## src/rtl/delay_line.sv

```systemverilog
// Multi-lane sample delay line with a shared circular pointer and EMPTY/FILL/RUN priming.
// Define DELAY_LINE_RUNTIME_DELAY_EN to allow loading the delay at run time.
//
// state   | meaning
// S_EMPTY | flushed by reset, clear or delay load; no enabled step seen yet
// S_FILL  | counting enabled steps until the line holds cur_delay samples
// S_RUN   | delay satisfied; every enabled step emits a valid sample
module delay_line #(
  parameter int pDataLength = 16,
  parameter int pChannels   = 4,
  parameter int pMaxDelay   = 32,
  parameter int pPtrLength  = 6
) (
  input  logic                               clk,
  input  logic                               reset,
  input  logic                               enable,
  input  logic                               clear,
  input  logic                               delay_load,
  input  logic [pPtrLength-1:0]              delay_in,
  input  logic [pChannels*pDataLength-1:0]   val_in,
  output logic [pChannels*pDataLength-1:0]   val_out,
  output logic                               valid_out,
  output logic                               primed,
  output logic [pPtrLength-1:0]              cur_delay
);

  localparam int cWidth = pChannels * pDataLength;
  localparam int cAddrW = (pMaxDelay > 1) ? $clog2(pMaxDelay) : 1;
  localparam logic [pPtrLength-1:0] cMaxDelay = pPtrLength'(pMaxDelay);
  localparam logic [pPtrLength-1:0] cOne      = pPtrLength'(1);

  typedef enum logic [1:0] {
    S_EMPTY = 2'd0,
    S_FILL  = 2'd1,
    S_RUN   = 2'd2
  } state_t;

  state_t                  r_state;
  state_t                  w_state_nxt;
  logic [pPtrLength-1:0]   r_ptr;
  logic [pPtrLength-1:0]   r_fill;
  logic [pPtrLength-1:0]   w_fill_nxt;
  logic [pPtrLength-1:0]   w_fill_inc;
  logic [pPtrLength-1:0]   w_ptr_nxt;
  logic [pPtrLength-1:0]   w_delay;
  logic [cAddrW-1:0]       w_addr;
  logic [cWidth-1:0]       r_val_out;
  logic                    r_valid;
  logic                    w_load;
  logic                    w_flush;
  logic                    w_step;
  logic [cWidth-1:0]       r_mem [pMaxDelay];

`ifdef DELAY_LINE_RUNTIME_DELAY_EN
  logic [pPtrLength-1:0]   r_cur_delay;
  logic [pPtrLength-1:0]   w_delay_clamped;

  assign w_load = delay_load;

  always_comb begin
    w_delay_clamped = delay_in;
    if (delay_in == '0) begin
      w_delay_clamped = cOne;
    end else if (delay_in > cMaxDelay) begin
      w_delay_clamped = cMaxDelay;
    end
  end

  always_ff @(posedge clk) begin
    if (reset) begin
      r_cur_delay <= cMaxDelay;
    end else if (w_load) begin
      r_cur_delay <= w_delay_clamped;
    end
  end

  assign w_delay = r_cur_delay;
`else
  logic w_unused;

  assign w_unused = &{1'b0, delay_load, delay_in};
  assign w_load   = 1'b0;
  assign w_delay  = cMaxDelay;
`endif

  // A sample arriving with a flush is discarded, never written or counted.
  assign w_flush    = w_load | clear;
  assign w_step     = enable & ~w_flush;
  assign w_fill_inc = r_fill + cOne;
  assign w_ptr_nxt  = (r_ptr == (w_delay - cOne)) ? '0 : (r_ptr + cOne);
  assign w_addr     = r_ptr[cAddrW-1:0];

  always_comb begin
    w_state_nxt = r_state;
    w_fill_nxt  = r_fill;
    if (w_flush) begin
      w_state_nxt = S_EMPTY;
      w_fill_nxt  = '0;
    end else if (w_step) begin
      case (r_state)
        S_EMPTY, S_FILL: begin
          w_fill_nxt  = w_fill_inc;
          w_state_nxt = (w_fill_inc == w_delay) ? S_RUN : S_FILL;
        end
        default: begin
          w_state_nxt = r_state;
        end
      endcase
    end
  end

  always_ff @(posedge clk) begin
    if (reset) begin
      r_state   <= S_EMPTY;
      r_fill    <= '0;
      r_ptr     <= '0;
      r_val_out <= '0;
      r_valid   <= 1'b0;
    end else begin
      r_state <= w_state_nxt;
      r_fill  <= w_fill_nxt;
      r_valid <= 1'b0;
      if (w_flush) begin
        r_ptr     <= '0;
        r_val_out <= '0;
      end else if (w_step) begin
        r_ptr     <= w_ptr_nxt;
        r_val_out <= (r_state == S_RUN) ? r_mem[w_addr] : '0;
        r_valid   <= (r_state == S_RUN);
      end
    end
  end

  // Storage is left uninitialised; stale entries are masked until RUN.
  always_ff @(posedge clk) begin
    if (!reset && w_step) begin
      r_mem[w_addr] <= val_in;
    end
  end

  assign val_out   = r_val_out;
  assign valid_out = r_valid;
  assign primed    = (r_state == S_RUN);
  assign cur_delay = w_delay;

endmodule

```

## config.mk

```make
export PLATFORM = sky130hd
export DESIGN_NAME = delay_line
export DESIGN_NICKNAME = d
export VERILOG_FILES = /design/src/rtl/delay_line.sv
export SDC_FILE = /design/constraint.sdc
export NUM_CORES = 2
export LEC_CHECK = 0
export BUFFER_PORTS_ARGS = -buffer_cell sky130_fd_sc_hd__buf_2
export CAP_MARGIN = 20
export CORE_ASPECT_RATIO = 0.8
export CORE_MARGIN = 5
export CORE_UTILIZATION = 45
export CTS_BUF_LIST = sky130_fd_sc_hd__clkbuf_2 sky130_fd_sc_hd__clkbuf_4 sky130_fd_sc_hd__clkbuf_8
export CTS_CLUSTER_SIZE = 28
export DETAILED_ROUTE_END_ITERATION = 12
export PLACE_DENSITY = 0.73
export REMOVE_ABC_BUFFERS = 1
export SETUP_SLACK_MARGIN = 0.4
export SLEW_MARGIN = 20
export SYNTH_ARGS = -nofsm -noshare
export SYNTH_HDL_FRONTEND = slang
export SYNTH_SLANG_ARGS = --single-unit
```

## constraint.sdc

```tcl
create_clock -name clk -period 4.35 [get_ports clk]
set_input_delay 0.2175 -clock clk [delete_from_list [all_inputs] [get_ports clk]]
set_output_delay 0.2175 -clock clk [all_outputs]
set_load 0.02 [all_outputs]
```

==> qor.txt <==
Util after Layout: 51.8%
Core Box Area: 179,000 um^2
drt first pass iters: 6
IO Port Bufs: 133
TNS Setup: 0 ps
register bit total from synthesis: 2,132
final wirelength: 191 mm
layout cell share with drive strength beyond 1: 35.0%
Critical Path, Cell by Cell: buf_4 > buf_4 > mux4_2 > a22o_1 > a2111oi_0 > nor3_1
Pins Over Slew Limit: 0
initial antenna violation count: 10
Setup Buffers After CTS: 0
crit share post-route: 69.4%
worst setup path class: reg -> reg
DRT antenna net count: 0
number of placement rows: 139
Pwr Density: 432 nW/um^2
Post-synth ARST share: 0%
Root Driver: clkbuf_8
unrepaired setup endpoints after global routing: no
CP Capture Type: register
CP max FO: 52
Vias per Instance: 5.94
Layout area overhead: 14.8%
r2r setup slk: 1330 ps
Leak: 28.4 nW
fin crit period: 3020 ps
Die W: 484 um
Mapped Cells: 3,476
total grt overflow: 0
commonest non-fill, non-tap cell in the layout: edfxtp_1
Die Ht: 389 um
DP Wirelength: 98.9 mm
io pins: 147
synth warn: 0
Starting Density: 45.1%
routed via count: 39.2k
Reg2Reg Depth: 6
Startpoint Class: register
Hold Path Class: in -> reg
Power, Total: 40.0 mW
# setup viols final: 0
Die Area: 188,000 um^2
Area after DPL: 85,400 um^2
Fin Hold WS: 240 ps
gp weighted congestion: 0.741
worst path required time: 5200 ps
DR iter-0 viols: 5,280
Primary FF master, synth: edfxtp_1
CTS Buffer Depth: 4
vias in the first global route: 39.5k
H-tree levels: 5
Worst path max stage delay: 990 ps
placed cells: 5,951
hold buffers post-CTS: 70
Total GRT Usage: 20.1%
Worst-Skew Late Latency: 1030 ps
hold path start: val_in[28]
post-synth cell types: 54
CTS Buf Count: 330
WHS Path Cells: 2
max cap viols: 0
FMAX: 331 MHz
first-pass GRT wire length: 277 mm
synthesized cell area: 80,800 um^2
outcome: finished, final reports clean
Clock transition at path regs: 70 ps
reg2reg end: val_out[33]
WL/cell: 28.9 um
Post-synth EDFFs: 2,048
post-cts resize count: 0
final net count: 4,036
fin cells: 6,612
most frequent cells in the layout: edfxtp_1, mux4_2, clkbuf_8
Mean Syn Cell Area: 23.2 um^2
Final Hold Viols: 0
arrival time worst endpoint: 3870 ps
Worst Max-Slew Pin Slew: 1190 ps
Placement Setup Slack: 1270 ps
CTS tree: yes
residual DRC count: 0
peak supply drop: 0.000348 V
largest net degree at the start of global routing: 82
Setup WS post-layout: 1330 ps
Rel. slew slack: 20.7%
Slowest cell on crit path: dfxtp_4
Crit path top cell by count: buf_4
Sink Count: 2,132
cell area after layout: 92,700 um^2
clk_skew: 90.8 ps
Hold Path End: r_mem[23][28]
post-synthesis sequential area ratio: 78.2%
## report_power, final
group	total, mW	leakage, nW	internal [mW]	switching [mW]
Combinational	0.818	5.78	0.317	0.501
Clock	16.7	3.54	9.23	7.46
Sequential	22.5	19.1	22.5	0.0138
## final cells by class
class,instances,area [um^2]
fill,13500,86200
inverter,2,7.51
clock buffer,507,6110
tap,2397,3000
antenna,9,22.5
clock inverter,75,504
sequential,2132,63200
multi-input combinational,1149,16900
timing repair buffer,341,3030
## registers in the layout (all words and copies together), names as in the netlist, named ones only
signal	count
r_mem	2048
val_out	64
r_fill	6
r_ptr	6
r_state	2
valid_out	1
## worst max-delay path, delay by kind of cell (launching register included)
| kind | cells | cell delay, ps |
|---|---|---|
| AO/OA/AOI/OAI | 2 | 680 |
| flip-flops | 1 | 990 |
| AND/OR/NAND/NOR | 1 | 100 |
| multiplexers | 1 | 330 |
| buffers and inverters | 2 | 710 |
## how the worst max path moves through the flow
stage | start | end | slack, ps | cells past startpoint
after floorplan | register | val_out[44] | -17770 | 4
after global placement | enable | r_mem[27][4] | 1280 | 6
after detailed placement | enable | r_mem[27][59] | 1270 | 6
after CTS | register | val_out[33] | 1320 | 6
after global routing | register | val_out[33] | 1180 | 6
final | register | val_out[33] | 1330 | 6
## cells in the mapped netlist, types with 3 or more instances
| library cell | n | share of area [%] |
|---|---|---|
| nand3_1 | 7 | 0.043 |
| a221o_1 | 44 | 0.55 |
| xor2_1 | 4 | 0.043 |
| o21ai_0 | 8 | 0.050 |
| o2bb2ai_1 | 26 | 0.28 |
| a21oi_1 | 47 | 0.29 |
| nand2b_1 | 8 | 0.062 |
| o211ai_1 | 3 | 0.028 |
| mux2i_1 | 74 | 0.92 |
| nor3_1 | 15 | 0.093 |
| o22ai_1 | 16 | 0.12 |
| and3_1 | 3 | 0.023 |
| xnor2_1 | 3 | 0.033 |
| buf_6 | 18 | 0.25 |
| nand2_1 | 23 | 0.11 |
| a221oi_1 | 3 | 0.033 |
| a211oi_1 | 33 | 0.31 |
| dfxtp_1 | 84 | 2.1 |
| o21a_1 | 4 | 0.037 |
| buf_4 | 20 | 0.19 |
| ha_1 | 5 | 0.077 |
| nor2_1 | 73 | 0.34 |
| a22oi_1 | 20 | 0.19 |
| nand3b_1 | 5 | 0.046 |
| buf_2 | 66 | 0.41 |
| mux2_2 | 83 | 1.2 |
| mux4_2 | 525 | 15 |
| o41ai_1 | 5 | 0.054 |
| o221ai_1 | 4 | 0.043 |
| nor2b_1 | 38 | 0.29 |
| or3b_2 | 3 | 0.033 |
| or2_2 | 3 | 0.023 |
| a22o_1 | 28 | 0.30 |
| clkbuf_1 | 77 | 0.36 |
| a2111oi_0 | 9 | 0.098 |
| buf_1 | 16 | 0.074 |
| and2_1 | 3 | 0.023 |
| edfxtp_1 | 2048 | 76 |
## layer usage
metal,track usage (%),wire length [um],vias to the layer above,share of wire [%]
li1,-,-,15900,-
met1,29.4,77900,20900,41
met2,30.9,90200,2157,47
met3,4.10,18800,325,9.8
met4,5.79,4380,2,2.3
met5,0,7,-,0.0037
## cell families after synthesis
group | Yosys count | synth area share (%)
other | 2 | 0.00929
muxes | 682 | 16.7
buffers and inverters | 199 | 1.29
and+or+nand+nor | 191 | 1.19
adders and majority gates | 5 | 0.0774
AOI/OAI and AO/OA | 258 | 2.46
xor gates and xnor gates | 7 | 0.0759
DFF | 2132 | 78.2
(Power assumes the default switching activity.)
